File: src/rtl/muldiv_seq.sv
// muldiv_seq: iterative RV32M multiply/divide unit that sits beside the exe stage.
// It uses a shift-add multiplier and a restoring divider. Each takes one bit per
// cycle for DATA_WIDTH cycles. It then spends one FIX cycle on sign correction
// and one DONE cycle that returns the result.
//
// Handshake: exe raises start_i with the decoded op and operands. While the unit is
// idle, stall_o follows start_i in the same cycle so exe holds the instruction. The
// unit accepts the request on that edge and keeps stall_o high through CALC and FIX.
// In DONE, stall_o is low and done_o/reg_we_o pulse for one cycle with result_o and
// reg_waddr_o. start_i is never accepted outside IDLE. flush_i drops an in-flight op
// and masks a DONE pulse that is showing in the same cycle.
module muldiv_seq #(
  parameter int DATA_WIDTH  = 32,
  parameter int RADDR_WIDTH = 5
) (
  input  logic                   clk_i,
  input  logic                   rst_i,
  input  logic                   start_i,
  input  logic [2:0]             op_i,
  input  logic [DATA_WIDTH-1:0]  op1_i,
  input  logic [DATA_WIDTH-1:0]  op2_i,
  input  logic [RADDR_WIDTH-1:0] reg_waddr_i,
  input  logic                   flush_i,
  output logic                   busy_o,
  output logic                   stall_o,
  output logic                   done_o,
  output logic [DATA_WIDTH-1:0]  result_o,
  output logic [RADDR_WIDTH-1:0] reg_waddr_o,
  output logic                   reg_we_o
);
  localparam int W  = DATA_WIDTH;
  localparam int CW = $clog2(DATA_WIDTH);

  localparam logic [2:0] OP_MUL    = 3'b000;
  localparam logic [2:0] OP_MULH   = 3'b001;
  localparam logic [2:0] OP_MULHSU = 3'b010;
  localparam logic [2:0] OP_DIV    = 3'b100;
  localparam logic [2:0] OP_REM    = 3'b110;

  typedef enum logic [1:0] {S_IDLE, S_CALC, S_FIX, S_DONE} state_t;

  state_t                 state_q;
  logic [2:0]             op_q;
  logic [RADDR_WIDTH-1:0] rd_q;
  logic [CW-1:0]          cnt_q;
  logic [W-1:0]           b_q;      // multiplicand or divisor magnitude
  logic [2*W-1:0]         acc_q;    // product, or {unused, dividend/quotient}
  logic [W-1:0]           rem_q;    // partial remainder (always < divisor)
  logic                   neg_q;    // product / quotient needs negation
  logic                   rneg_q;   // remainder needs negation
  logic                   done_q;
  logic [W-1:0]           result_q;

  // Launch-time decode: operand signs, magnitudes and the special cases
  // that bypass the iteration.
  logic         s1, s2, is_div, div0, ovf;
  logic [W-1:0] a_abs, b_abs, special;
  always_comb begin
    s1      = op1_i[W-1] & ((op_i == OP_MULH) | (op_i == OP_MULHSU) |
                            (op_i == OP_DIV)  | (op_i == OP_REM));
    s2      = op2_i[W-1] & ((op_i == OP_MULH) | (op_i == OP_DIV) | (op_i == OP_REM));
    a_abs   = s1 ? -op1_i : op1_i;
    b_abs   = s2 ? -op2_i : op2_i;
    is_div  = op_i[2];
    div0    = is_div & (op2_i == '0);
    ovf     = ((op_i == OP_DIV) | (op_i == OP_REM)) &
              (op1_i == {1'b1, {(W-1){1'b0}}}) & (op2_i == '1);
    special = '1;
    if (div0)     special = op_i[1] ? op1_i : '1;
    else if (ovf) special = op_i[1] ? '0 : op1_i;
  end

  // One iteration step of each datapath. The divider's trial remainder is
  // W+1 bits wide: the shifted partial remainder can exceed W bits.
  logic [W:0]     mul_sum, div_shift, div_sub;
  logic [2*W-1:0] mul_next;
  logic [W-1:0]   rem_next, quot_next;
  logic           div_ok;
  logic           unused_sub_msb;
  always_comb begin
    mul_sum   = {1'b0, acc_q[2*W-1:W]} + (acc_q[0] ? {1'b0, b_q} : '0);
    mul_next  = {mul_sum, acc_q[W-1:1]};
    div_shift = {rem_q, acc_q[W-1]};
    div_ok    = (div_shift >= {1'b0, b_q});
    div_sub   = div_shift - {1'b0, b_q};
    rem_next  = div_ok ? div_sub[W-1:0] : div_shift[W-1:0];
    quot_next = {acc_q[W-2:0], div_ok};
    unused_sub_msb = div_sub[W];
  end

  // Sign correction and result selection used in FIX.
  logic [2*W-1:0] prod_fix;
  logic [W-1:0]   quot_fix, rem_fix, fix_result;
  always_comb begin
    prod_fix = neg_q  ? -acc_q : acc_q;
    quot_fix = neg_q  ? -acc_q[W-1:0] : acc_q[W-1:0];
    rem_fix  = rneg_q ? -rem_q : rem_q;
    case (op_q)
      3'b000:                 fix_result = prod_fix[W-1:0];
      3'b001, 3'b010, 3'b011: fix_result = prod_fix[2*W-1:W];
      3'b100, 3'b101:         fix_result = quot_fix;
      default:                fix_result = rem_fix;
    endcase
  end

  // Sequencer FSM together with the datapath registers and registered outputs.
  always_ff @(posedge clk_i or posedge rst_i) begin
    if (rst_i) begin
      state_q  <= S_IDLE;
      op_q     <= '0;
      rd_q     <= '0;
      cnt_q    <= '0;
      b_q      <= '0;
      acc_q    <= '0;
      rem_q    <= '0;
      neg_q    <= 1'b0;
      rneg_q   <= 1'b0;
      done_q   <= 1'b0;
      result_q <= '0;
    end else begin
      done_q <= 1'b0;
      case (state_q)
        S_IDLE: begin
          if (start_i && !flush_i) begin
            op_q   <= op_i;
            rd_q   <= reg_waddr_i;
            cnt_q  <= '0;
            rem_q  <= '0;
            b_q    <= b_abs;
            acc_q  <= {{W{1'b0}}, a_abs};
            neg_q  <= s1 ^ s2;
            rneg_q <= s1;
            if (div0 || ovf) begin
              result_q <= special;
              done_q   <= 1'b1;
              state_q  <= S_DONE;
            end else begin
              state_q  <= S_CALC;
            end
          end
        end
        S_CALC: begin
          if (flush_i) begin
            state_q <= S_IDLE;
          end else begin
            if (op_q[2]) begin
              acc_q <= {acc_q[2*W-1:W], quot_next};
              rem_q <= rem_next;
            end else begin
              acc_q <= mul_next;
            end
            cnt_q <= cnt_q + 1'b1;
            if (cnt_q == CW'(W-1)) state_q <= S_FIX;
          end
        end
        S_FIX: begin
          if (flush_i) begin
            state_q <= S_IDLE;
          end else begin
            result_q <= fix_result;
            done_q   <= 1'b1;
            state_q  <= S_DONE;
          end
        end
        default: state_q <= S_IDLE;
      endcase
    end
  end

  // A flush landing in the DONE cycle must cancel the write-back, so the
  // registered pulse is masked by flush_i.
  always_comb begin
    busy_o      = (state_q != S_IDLE);
    stall_o     = ((state_q == S_IDLE) & start_i) | (state_q == S_CALC) | (state_q == S_FIX);
    done_o      = done_q & ~flush_i;
    reg_we_o    = done_q & ~flush_i;
    result_o    = result_q;
    reg_waddr_o = rd_q;
  end

endmodule

File: config.mk
export PLATFORM = sky130hd
export DESIGN_NAME = muldiv_seq
export DESIGN_NICKNAME = d
export VERILOG_FILES = /design/src/rtl/muldiv_seq.sv
export SDC_FILE = /design/constraint.sdc
export NUM_CORES = 1
export LEC_CHECK = 0
export ABC_AREA = 0
export BUFFER_PORTS_ARGS = -buffer_cell sky130_fd_sc_hd__buf_2
export CORE_MARGIN = 3
export CORE_UTILIZATION = 57
export DETAILED_ROUTE_END_ITERATION = 12
export PLACE_DENSITY_LB_ADDON = 0.1
export SETUP_SLACK_MARGIN = 0.2
export SLEW_MARGIN = 20
export SYNTH_ARGS = -nofsm -noshare
export SYNTH_HDL_FRONTEND = slang
export SYNTH_SLANG_ARGS = --single-unit
File: constraint.sdc
create_clock -name clk_i -period 11.3 [get_ports clk_i]
set_input_delay 2.26 -clock clk_i [delete_from_list [all_inputs] [get_ports clk_i]]
set_output_delay 2.26 -clock clk_i [all_outputs]
set_load 0.03 [all_outputs]
==> results.yml, run 1 <==
placement:
  dp_hpwl_mm: 43.17
  dp_slack_ns: 5.258
  dp_cells: 2344
  gp_congestion: 1.013
  portBuffers: 116
floorplan:
  ios: 117
  coreArea_mm2: 0.02650
  initial_core_util: 0.5900
  dieArea_mm2: 0.02945
  fp.dieW_um: 171.6
  rows: 59
  dieHeight_um: 171.6
critical_path:
  crit_chain: "buf_2 -> or4_1 -> or3_1 -> nor4_2 -> and3_1 -> buf_4 -> a31oi_1 -> nor2b_1 -> o21ai_4 -> inv_2 -> nor2_1 -> nor3_1"
  reg2reg_to: "acc_q[62]$_DFFE_PP0P_"
  critPathLaunch: "op2_i[6]"
  slowest_stage: "or4_1"
  rr_worst_depth: 13
  worstPathArrival_ns: 5.82
  critPathMaxStageDelay_ns: 0.57
  cpLargestDelayFamily: "simple AND/OR/NAND/NOR gates"
  cp_max_fo: 33
  worst-path-buf-inv: 3
  crit_type: "input port to flop"
  crit_path_end_kind: "flop"
  crit_path_start_kind: "input port"
  r2r_start: "acc_q[0]$_DFFE_PP0P_"
  r2r_slack_ns: 6.22
  worstPathRequired_ns: 11.66
clock_network:
  clk_pin_slew_worst_paths_ns: 0.08
  cts_root_buf: "clkbuf_16"
  tritoncts: "yes"
  numCtsBuffers: 17
  postCtsHoldBufs: 0
  cts-htree-levels: 4
  clock_path_buffers: 2
  cts_sinks: 178
  cts_resized: 0
  insertion_delay_ns: 0.46
  post-cts-setup-buffers: 0
timing:
  max_freq_mhz: 183.2
  tightest_slew_ns: 1.189
  period_needed_ns: 5.457
  slew_viol_final: 0
  clock_skew_ns: 0.01614
  relSlewSlack: 0.2001
  rsz0062_at_grt: "false"
  setup_slack_ns: 5.843
  hold_viol: 0
  min_period_over_period: 0.4829
  tns_ns: 0
  setup_viol: 0
layout:
  fin_nets: 2179
  antenna_cells: 0
  final_util: 0.6413
  stdcell_count: 2378
  drive_gt1_frac: 0.1047
  area_growth_pct: 8.707
outcome:
  status: "finished clean"
synth:
  yosys.area.top_type_share: 0.2849
  postSynthCellCount: 1989
  synth_nets: 2138
  yosysTopAreaCell: "dfrtp_1"
  synthTopCellsByArea: "dfrtp_1, nand2_1, xor2_1"
  ys_seq_area_frac: 0.2849
  synthArstFlopShare: 1.000
  yosysUniqueCellTypes: 78
  synthFlopType: "dfrtp_1"
  ys_ff_latch: 178
  yosys_warnings: 0
  netlist_area_mm2: 0.01563
  avgSynthCellArea_um2: 7.861
  synth_edf_count: 0
min_path:
  hold_path_class: "flop to flop"
  min_to: "reg_waddr_o[0]$_DFFE_PP0P_"
  hold_depth: 2
  min_from: "reg_waddr_o[0]$_DFFE_PP0P_"
routing:
  viasPerCell: 6.703
  vias: 15940
  post-route-drc-count: 0
  dr.pass1.iters: 6
  drt_iter0_markers: 1915
  wl_per_cell_um: 23.88
  drt-total-wl_mm: 56.78
  ant_nets: 0
run:
  maxCapViolCount: 0
grt:
  grt_pass1_wl_mm: 86.80
  grt_usage: 0.3821
  grt_max_degree: 110
  grt_pass1_vias: 14770
  antenna_found_initial: 0
  grt_overflow_total: 0
power_and_ir_drop:
  p_total_w: 0.002498
  p_per_area_mw_per_mm2: 147.0
  irDropWorstVdd_mv: 0.1197
  leakage_nw: 7.614
==> where the power goes <==
part | switching, W | internal [W] | leakage, nW
clock network | 0.000296 | 0.000319 | 0.284
registers | 0.000154 | 0.000726 | 2.34
logic | 0.000655 | 0.000349 | 4.99
total | 0.00110 | 0.00139 | 7.61
==> layer usage <==
layer  part of all wire  vias to the layer above  GRT usage
li1                   -                     7338          -
met1               0.41                     7605     0.5143
met2               0.46                      846     0.6125
met3              0.093                      150    0.07079
met4              0.041                        0     0.1487
met5                  0                        -          0
==> tightest hold or removal path, delay by kind of cell, from the launching register on <==
family	cells	cell delay, ns
flops	1	0.34
simple gates	2	0.10
==> cell usage in the layout, fill, tap and decap left out, types with 47 or more instances in the layout <==
cell type / n
nand2_1: 255
dfrtp_1: 176
o21ai_0: 168
nor2_1: 153
buf_2: 116
xor2_1: 102
a21oi_1: 89
xnor2_1: 84
ha_1: 71
inv_1: 68
nand3_1: 67
nor3_1: 58
o31ai_1: 47
==> sequential cells by signal (all words and copies together), names as in the netlist <==
register     cells
acc_q           64
b_q             32
cnt_q            5
done_q           1
neg_q            1
op_q             3
reg_waddr_o      5
rem_q           32
result_o        32
rneg_q           1
state_q          2
==> cell families (layout without fill, tap and decap cells) <==
kind of cell    count (synthesis)  count (layout)  share of synthesized area
flops                         178             178                     0.2849
fa+ha+maj                     105             105                    0.07987
xor+xnor                      186             186                     0.1042
simple gates                  717             717                     0.2187
mux                            42              42                    0.02705
compound gates                574             574                     0.2382
buf+inv                       187             241                    0.04713
==> cell usage after synthesis, drive strengths merged, types with 7 or more instances <==
cell type	number
o221ai	38
maj3	32
nand2b	25
nand2	256
o22ai	14
a221oi	9
a31oi	15
nor2b	15
o41ai	15
xnor2	84
ha	71
dfrtp	178
buf	21
o21ai	209
xor2	102
nand4	31
o21bai	8
a211oi	16
o311ai	14
a21o	29
and2	7
nor4	19
clkbuf	93
mux2i	40
o31ai	49
o21a	10
nand3	68
or2	11
a32oi	9
or4	21
nor2	157
a21oi	89
and3	10
inv	70
or3	25
nor3	61
==> worst max-delay path by stage <==
stage                          endpoint  slack, ns  depth (start not counted)
2_1_floorplan      acc_q[0]$_DFFE_PP0P_       4.21                          1
3_3_place_gp   result_o[26]$_DFFE_PP0P_       5.45                         12
3_5_place_dp   result_o[20]$_DFFE_PP0P_       5.26                         12
4_1_cts        result_o[12]$_DFFE_PP0P_       5.68                         12
5_1_grt        result_o[12]$_DFFE_PP0P_       5.68                         12
6_report       result_o[12]$_DFFE_PP0P_       5.84                         12
==> per-stage QoR <==
step	hold WS [ns]	cell area (um^2)
after floorplan	0.4498	15640
after CTS	0.4749	16940
final	0.4736	17000
after global routing	0.4956	17000
after global placement	0.4528	16360
after detailed placement	0.4566	16360
==> layout make-up <==
cell class                 count  area [um^2]
fill                        2356         9505
timing repair buffer         136        758.2
sequential                   178         4457
clock inverter                13        126.4
inverter                      73        281.5
tap                          335        419.2
clock buffer                  19        452.9
multi-input combinational   1624        10500
No activity file was read; power rests on OpenSTA's default activity.
==> run 2: changes to the inputs <==
Settings changed: CORE_UTILIZATION 57 to 56.
Clock period 11.3 ns to 4.95 ns, I/O delays scaled along.
==> run 2 against run 1 <==
Effect of this change: register-to-register slack got worse by 5.4 ns; worst hold slack got worse by 0.048 ns; power increased by 130%; wire length decreased by 0.76%; clock power increased by 130%; cell area increased by 0.57%; critical path depth increased by 1; critical path type is now flop to flop; critical endpoint is now acc_q[62]$_DFFE_PP0P_; largest cell class unchanged.
==> results.yml, run 2 (synthesis gave the netlist of run 1 again) <==
layout:
  fin_nets: 2188
  stdcell_count: 2426
  top_register: "acc_q"
  stdcell_area_mm2: 0.01709
  nFillCells: 2481
  final_common_cell: "nand2_1"
  layout_common_cells: "nand2_1, dfrtp_1, o21ai_0"
  drive_gt1_frac: 0.1072
  final_util: 0.6290
  largest_reg_flops: 64
  area_growth_pct: 9.323
grt:
  grt_pass1_vias: 14760
  antenna_found_initial: 1
  grt_max_degree: 95
  grt_overflow_total: 0
  grt_usage: 0.3646
  grt_pass1_wl_mm: 86.09
critical_path:
  cp_max_fo: 10
  r2r_slack_ns: 0.84
  r2r_start: "acc_q[0]$_DFFE_PP0P_"
  reg2reg_to: "acc_q[62]$_DFFE_PP0P_"
  crit_path_start_kind: "flop"
  worstPathArrival_ns: 4.46
  crit_type: "flop to flop"
  crit_path_end_kind: "flop"
  rr_worst_depth: 13
  worstPathRequired_ns: 5.30
timing:
  tns_ns: 0
  clock_skew_ns: 0.02212
  rsz0062_at_grt: "false"
  tightest_slew_ns: 1.178
  max_freq_mhz: 243.3
  period_needed_ns: 4.110
  slew_viol_final: 0
  setup_slack_ns: 0.8401
  min_period_over_period: 0.8303
  setup_viol: 0
  relSlewSlack: 0.2144
  hold_viol: 0
clock_network:
  numCtsBuffers: 17
  cts_root_buf: "clkbuf_16"
  tritoncts: "yes"
  clk_pin_slew_worst_paths_ns: 0.08
  cts_sinks: 178
  insertion_delay_ns: 0.46
  cts-htree-levels: 4
  cts_resized: 0
  clock_path_buffers: 2
  postCtsHoldBufs: 0
  post-cts-setup-buffers: 0
floorplan:
  rows: 60
  coreArea_mm2: 0.02718
  fp.dieW_um: 173.1
  dieArea_mm2: 0.02996
  initial_core_util: 0.5753
  dieHeight_um: 173.1
  ios: 117
placement:
  dp_cells: 2392
  portBuffers: 116
  dp_hpwl_mm: 43.00
  dp_slack_ns: 0.9344
  gp_congestion: 1.008
  placed_cell_area_mm2: 0.01651
outcome:
  status: "finished clean"
power_and_ir_drop:
  leakage_nw: 7.643
  pwr-share-comb: 0.406
  power.internal_w: 0.003172
  pwr-share-seq: 0.348
  netSwitchingPower_w: 0.002548
  swShare: 0.4455
  p_per_area_mw_per_mm2: 334.7
  p_clk_frac: 0.246
  irDropWorstVdd_mv: 0.2353
routing:
  post-route-drc-count: 0
  dr.pass1.iters: 6
  viasPerCell: 6.588
  drt_iter0_markers: 1926
  ant_nets: 0
  drt-total-wl_mm: 56.34
  vias: 15980
  wl_per_cell_um: 23.22
run:
  maxCapViolCount: 0
min_path:
  hold_path_class: "input port to asynchronous set/reset pin"
-- run 2: cell types whose count changed in the layout (fill, tap and decap cells not counted), sizes merged --
cell,before,now
clkbuf,19,17
inv,74,76
clkinv,10,8
diode,0,2
clkinvlp,1,3
buf,136,145
-- run 2: critical path: stages, from the launching register on --
cell       delay (ns)
dfrtp_1          0.49
inv_1            0.25
buf_4            0.22
nor2_1           0.06
ha_1             0.36
a21oi_1          0.21
o211ai_1         0.17
a2111oi_0        0.60
a211oi_1         0.22
a211oi_1         0.36
o2bb2ai_1        0.31
a31oi_1          0.17
or3_1            0.34
a32o_1           0.25
-- run 2: cell type report --
class                      instances  area, um^2  area share
inverter                          73       277.8     0.01625
sequential                       178        4457      0.2607
tap                              372       465.4     0.02723
antenna                            2       5.005   0.0002928
clock inverter                    15       151.4    0.008857
clock buffer                      17       425.4     0.02489
timing repair buffer             145       823.3     0.04817
multi-input combinational       1624       10490      0.6136
-- run 2: layer usage --
layer	global-route usage	vias to the layer above	routed length [um]
met1	0.4827	7604	23260
met4	0.1878	0	3290
met3	0.08191	192	5348
met2	0.5602	833	24450
li1	-	7353	-
met5	0	-	0
-- run 2: how the worst max path moves through the flow --
stage,from,endpoint,slack [ns],cells past startpoint
after floorplan,acc_q[0]$_DFFE_PP0P_,acc_q[62]$_DFFE_PP0P_,1.40,14
after global placement,op1_i[7],result_o[21]$_DFFE_PP0P_,1.02,10
after detailed placement,op2_i[6],result_o[11]$_DFFE_PP0P_,0.93,12
after CTS,acc_q[0]$_DFFE_PP0P_,acc_q[62]$_DFFE_PP0P_,0.93,13
after global routing,acc_q[0]$_DFFE_PP0P_,acc_q[62]$_DFFE_PP0P_,0.56,13
final,acc_q[0]$_DFFE_PP0P_,acc_q[62]$_DFFE_PP0P_,0.84,13
-- run 2: metrics by stage --
stage | hold slack, ns | power (W)
final | 0.4256 | 0.005720
after floorplan | 0.4498 | 0.003517
after global placement | 0.4527 | 0.004228
after global routing | 0.4244 | 0.006007
after detailed placement | 0.4593 | 0.004257
after CTS | 0.4228 | 0.005654
-- run 2: power groups by stage --
stage	clock network [W]	logic, W	registers [W]
2_1_floorplan	0	0.00161	0.00191
3_3_place_gp	0	0.00223	0.00200
3_5_place_dp	0	0.00225	0.00200
4_1_cts	0.00141	0.00226	0.00198
5_1_grt	0.00147	0.00252	0.00202
6_report	0.00141	0.00232	0.00199
==> run 3: changes to the inputs <==
Settings changed: CORE_UTILIZATION 56 to 57.
Clock period 4.95 ns to 4.1 ns, I/O delays scaled along.
==> run 3 against run 2 <==
Effect of this change: die area decreased by 1.7%; critical endpoint is now acc_q[60]$_DFFE_PP0P_; largest cell class unchanged; sequential share of layout area down 0.40 points; fmax is 8.3% higher; via count is 1.2% higher; largest power group unchanged; cell area up 1.6%.
==> results.yml, run 3 (synthesis gave the netlist of run 1 again) <==
grt:
  grt_max_degree: 70
  grt_pass1_vias: 15200
  grt_usage: 0.3815
  grt_pass1_wl_mm: 87.49
  grt_overflow_total: 0
  antenna_found_initial: 4
critical_path:
  cpLargestDelayFamily: "compound AO/OA/AOI/OAI gates"
  crit_chain: "clkinvlp_4 -> buf_4 -> buf_4 -> nor2_1 -> ha_1 -> nor2_1 -> o21ai_0 -> nand3_1 -> a211oi_1 -> a211oi_2 -> buf_4 -> o2bb2ai_1 -> buf_4 -> o311ai_1 -> xnor2_1 -> o21ai_0"
  rr_worst_depth: 16
  critPathMaxStageDelay_ns: 0.50
  cp.depth: 16
  cp_max_fo: 10
  worst-path-buf-inv: 5
  reg2reg_to: "acc_q[60]$_DFFE_PP0P_"
  worstPathArrival_ns: 4.09
  crit_type: "flop to flop"
  path_common_cell: "buf_4"
  crit_path_end_kind: "flop"
  r2r_start: "acc_q[0]$_DFFE_PP0P_"
  worstPathRequired_ns: 4.39
  crit_path_start_kind: "flop"
  r2r_slack_ns: 0.31
  slowest_stage: "a211oi_1"
timing:
  setup_viol: 0
  relSlewSlack: 0.2585
  tightest_slew_ns: 1.110
  hold_viol: 0
  clock_skew_ns: 0.01921
  slew_viol_final: 0
  rsz0062_at_grt: "true"
  max_freq_mhz: 263.6
  tns_ns: 0
  period_needed_ns: 3.793
  min_period_over_period: 0.9252
routing:
  vias: 16180
  wl_per_cell_um: 23.07
  drt_iter0_markers: 1933
  dr.pass1.iters: 8
  viasPerCell: 6.674
  drt-total-wl_mm: 55.92
  ant_nets: 0
  post-route-drc-count: 0
floorplan:
  dieHeight_um: 171.6
  dieArea_mm2: 0.02945
  rows: 59
  fp.dieW_um: 171.6
  ios: 117
  initial_core_util: 0.5900
  coreArea_mm2: 0.02650
clock_network:
  cts_root_buf: "clkbuf_16"
  insertion_delay_ns: 0.46
  cts-htree-levels: 4
  clock_path_buffers: 2
  postCtsHoldBufs: 0
  cts_sinks: 178
  tritoncts: "yes"
  clk_pin_slew_worst_paths_ns: 0.08
  numCtsBuffers: 17
min_path:
  min_to: "reg_waddr_o[1]$_DFFE_PP0P_"
  hold_path_class: "flop to flop"
  min_from: "reg_waddr_o[1]$_DFFE_PP0P_"
  hold_depth: 2
power_and_ir_drop:
  p_per_area_mw_per_mm2: 399.5
  power.internal_w: 0.003858
  swShare: 0.4437
  leakage_nw: 7.833
  netSwitchingPower_w: 0.003077
  pwr-share-seq: 0.349
  pwr-share-comb: 0.408
  p_clk_frac: 0.243
  irDropWorstVdd_mv: 0.2584
placement:
  dp_hpwl_mm: 43.43
  gp_congestion: 1.010
  portBuffers: 116
  dp_cells: 2385
layout:
  largest_reg_flops: 64
  fin_nets: 2223
  drive_gt1_frac: 0.1222
  final_common_cell: "nand2_1"
  top_register: "acc_q"
  layout_common_cells: "nand2_1, dfrtp_1, o21ai_0"
  stdcell_count: 2424
  area_growth_pct: 11.04
run:
  maxCapViolCount: 0
outcome:
  status: "finished clean"
[run 3: area by class of cell]
type                       instances  area, um^2
antenna                            2       5.005
clock buffer                      18       439.2
clock inverter                    14       138.9
fill                            2355        9141
inverter                          73       281.5
multi-input combinational       1624       10510
sequential                       178        4457
tap                              335       419.2
timing repair buffer             180        1111
[run 3: worst max path at each step]
stage / startpoint / to / slack [ns]
finish: acc_q[0]$_DFFE_PP0P_ / acc_q[60]$_DFFE_PP0P_ / 0.31
global route: acc_q[0]$_DFFE_PP0P_ / acc_q[60]$_DFFE_PP0P_ / 0.16
CTS: acc_q[0]$_DFFE_PP0P_ / acc_q[62]$_DFFE_PP0P_ / 0.22
detailed placement: acc_q[0]$_DFFE_PP0P_ / acc_q[62]$_DFFE_PP0P_ / -0.04
global placement: acc_q[0]$_DFFE_PP0P_ / acc_q[62]$_DFFE_PP0P_ / 0.14
floorplan: acc_q[0]$_DFFE_PP0P_ / acc_q[62]$_DFFE_PP0P_ / 0.55
[run 3: timing repair]
action                     CTS  global route
pin swaps                    0             1
buffers inserted             0             5
hold endpoints to repair     0             0
setup endpoints to repair    5             6
resized for setup            3             3
[run 3: layer usage]
metal | wire [um] | global-route usage
met4 | 2587 | 0.1547
met2 | 24830 | 0.6050
met1 | 22800 | 0.5134
met3 | 5670 | 0.07493
met5 | 31 | 0
[run 3: through the flow]
step | setup WS [ns] | instance area (um^2) | hold slack, ns | power, W | util
6_report | 0.3067 | 17360 | 0.4757 | 0.006935 | 0.6551
3_5_place_dp | -0.04121 | 16720 | 0.4569 | 0.005159 | 0.6308
2_1_floorplan | 0.5495 | 15640 | 0.4498 | 0.004246 | -
5_1_grt | 0.1603 | 17360 | 0.4917 | 0.007287 | 0.6550
3_3_place_gp | 0.1392 | 16720 | 0.4531 | 0.005126 | 0.6308
4_1_cts | 0.2175 | 17300 | 0.4768 | 0.006829 | 0.6529
[run 3: worst register-to-register path, cell delays in order, from the launching register on]
cell,delay (ns)
dfrtp_1,0.41
clkinvlp_4,0.23
buf_4,0.21
buf_4,0.17
nor2_1,0.13
ha_1,0.24
nor2_1,0.06
o21ai_0,0.10
nand3_1,0.19
a211oi_1,0.50
a211oi_2,0.15
buf_4,0.17
o2bb2ai_1,0.26
buf_4,0.24
o311ai_1,0.34
xnor2_1,0.16
o21ai_0,0.08
[run 3: power by group through the flow]
stage | sequential [W] | clock [W] | combinational (W)
after floorplan | 0.00230 | 0 | 0.00195
after global placement | 0.00243 | 0 | 0.00270
after detailed placement | 0.00243 | 0 | 0.00272
after CTS | 0.00240 | 0.00169 | 0.00274
after global routing | 0.00245 | 0.00176 | 0.00308
final | 0.00242 | 0.00168 | 0.00283
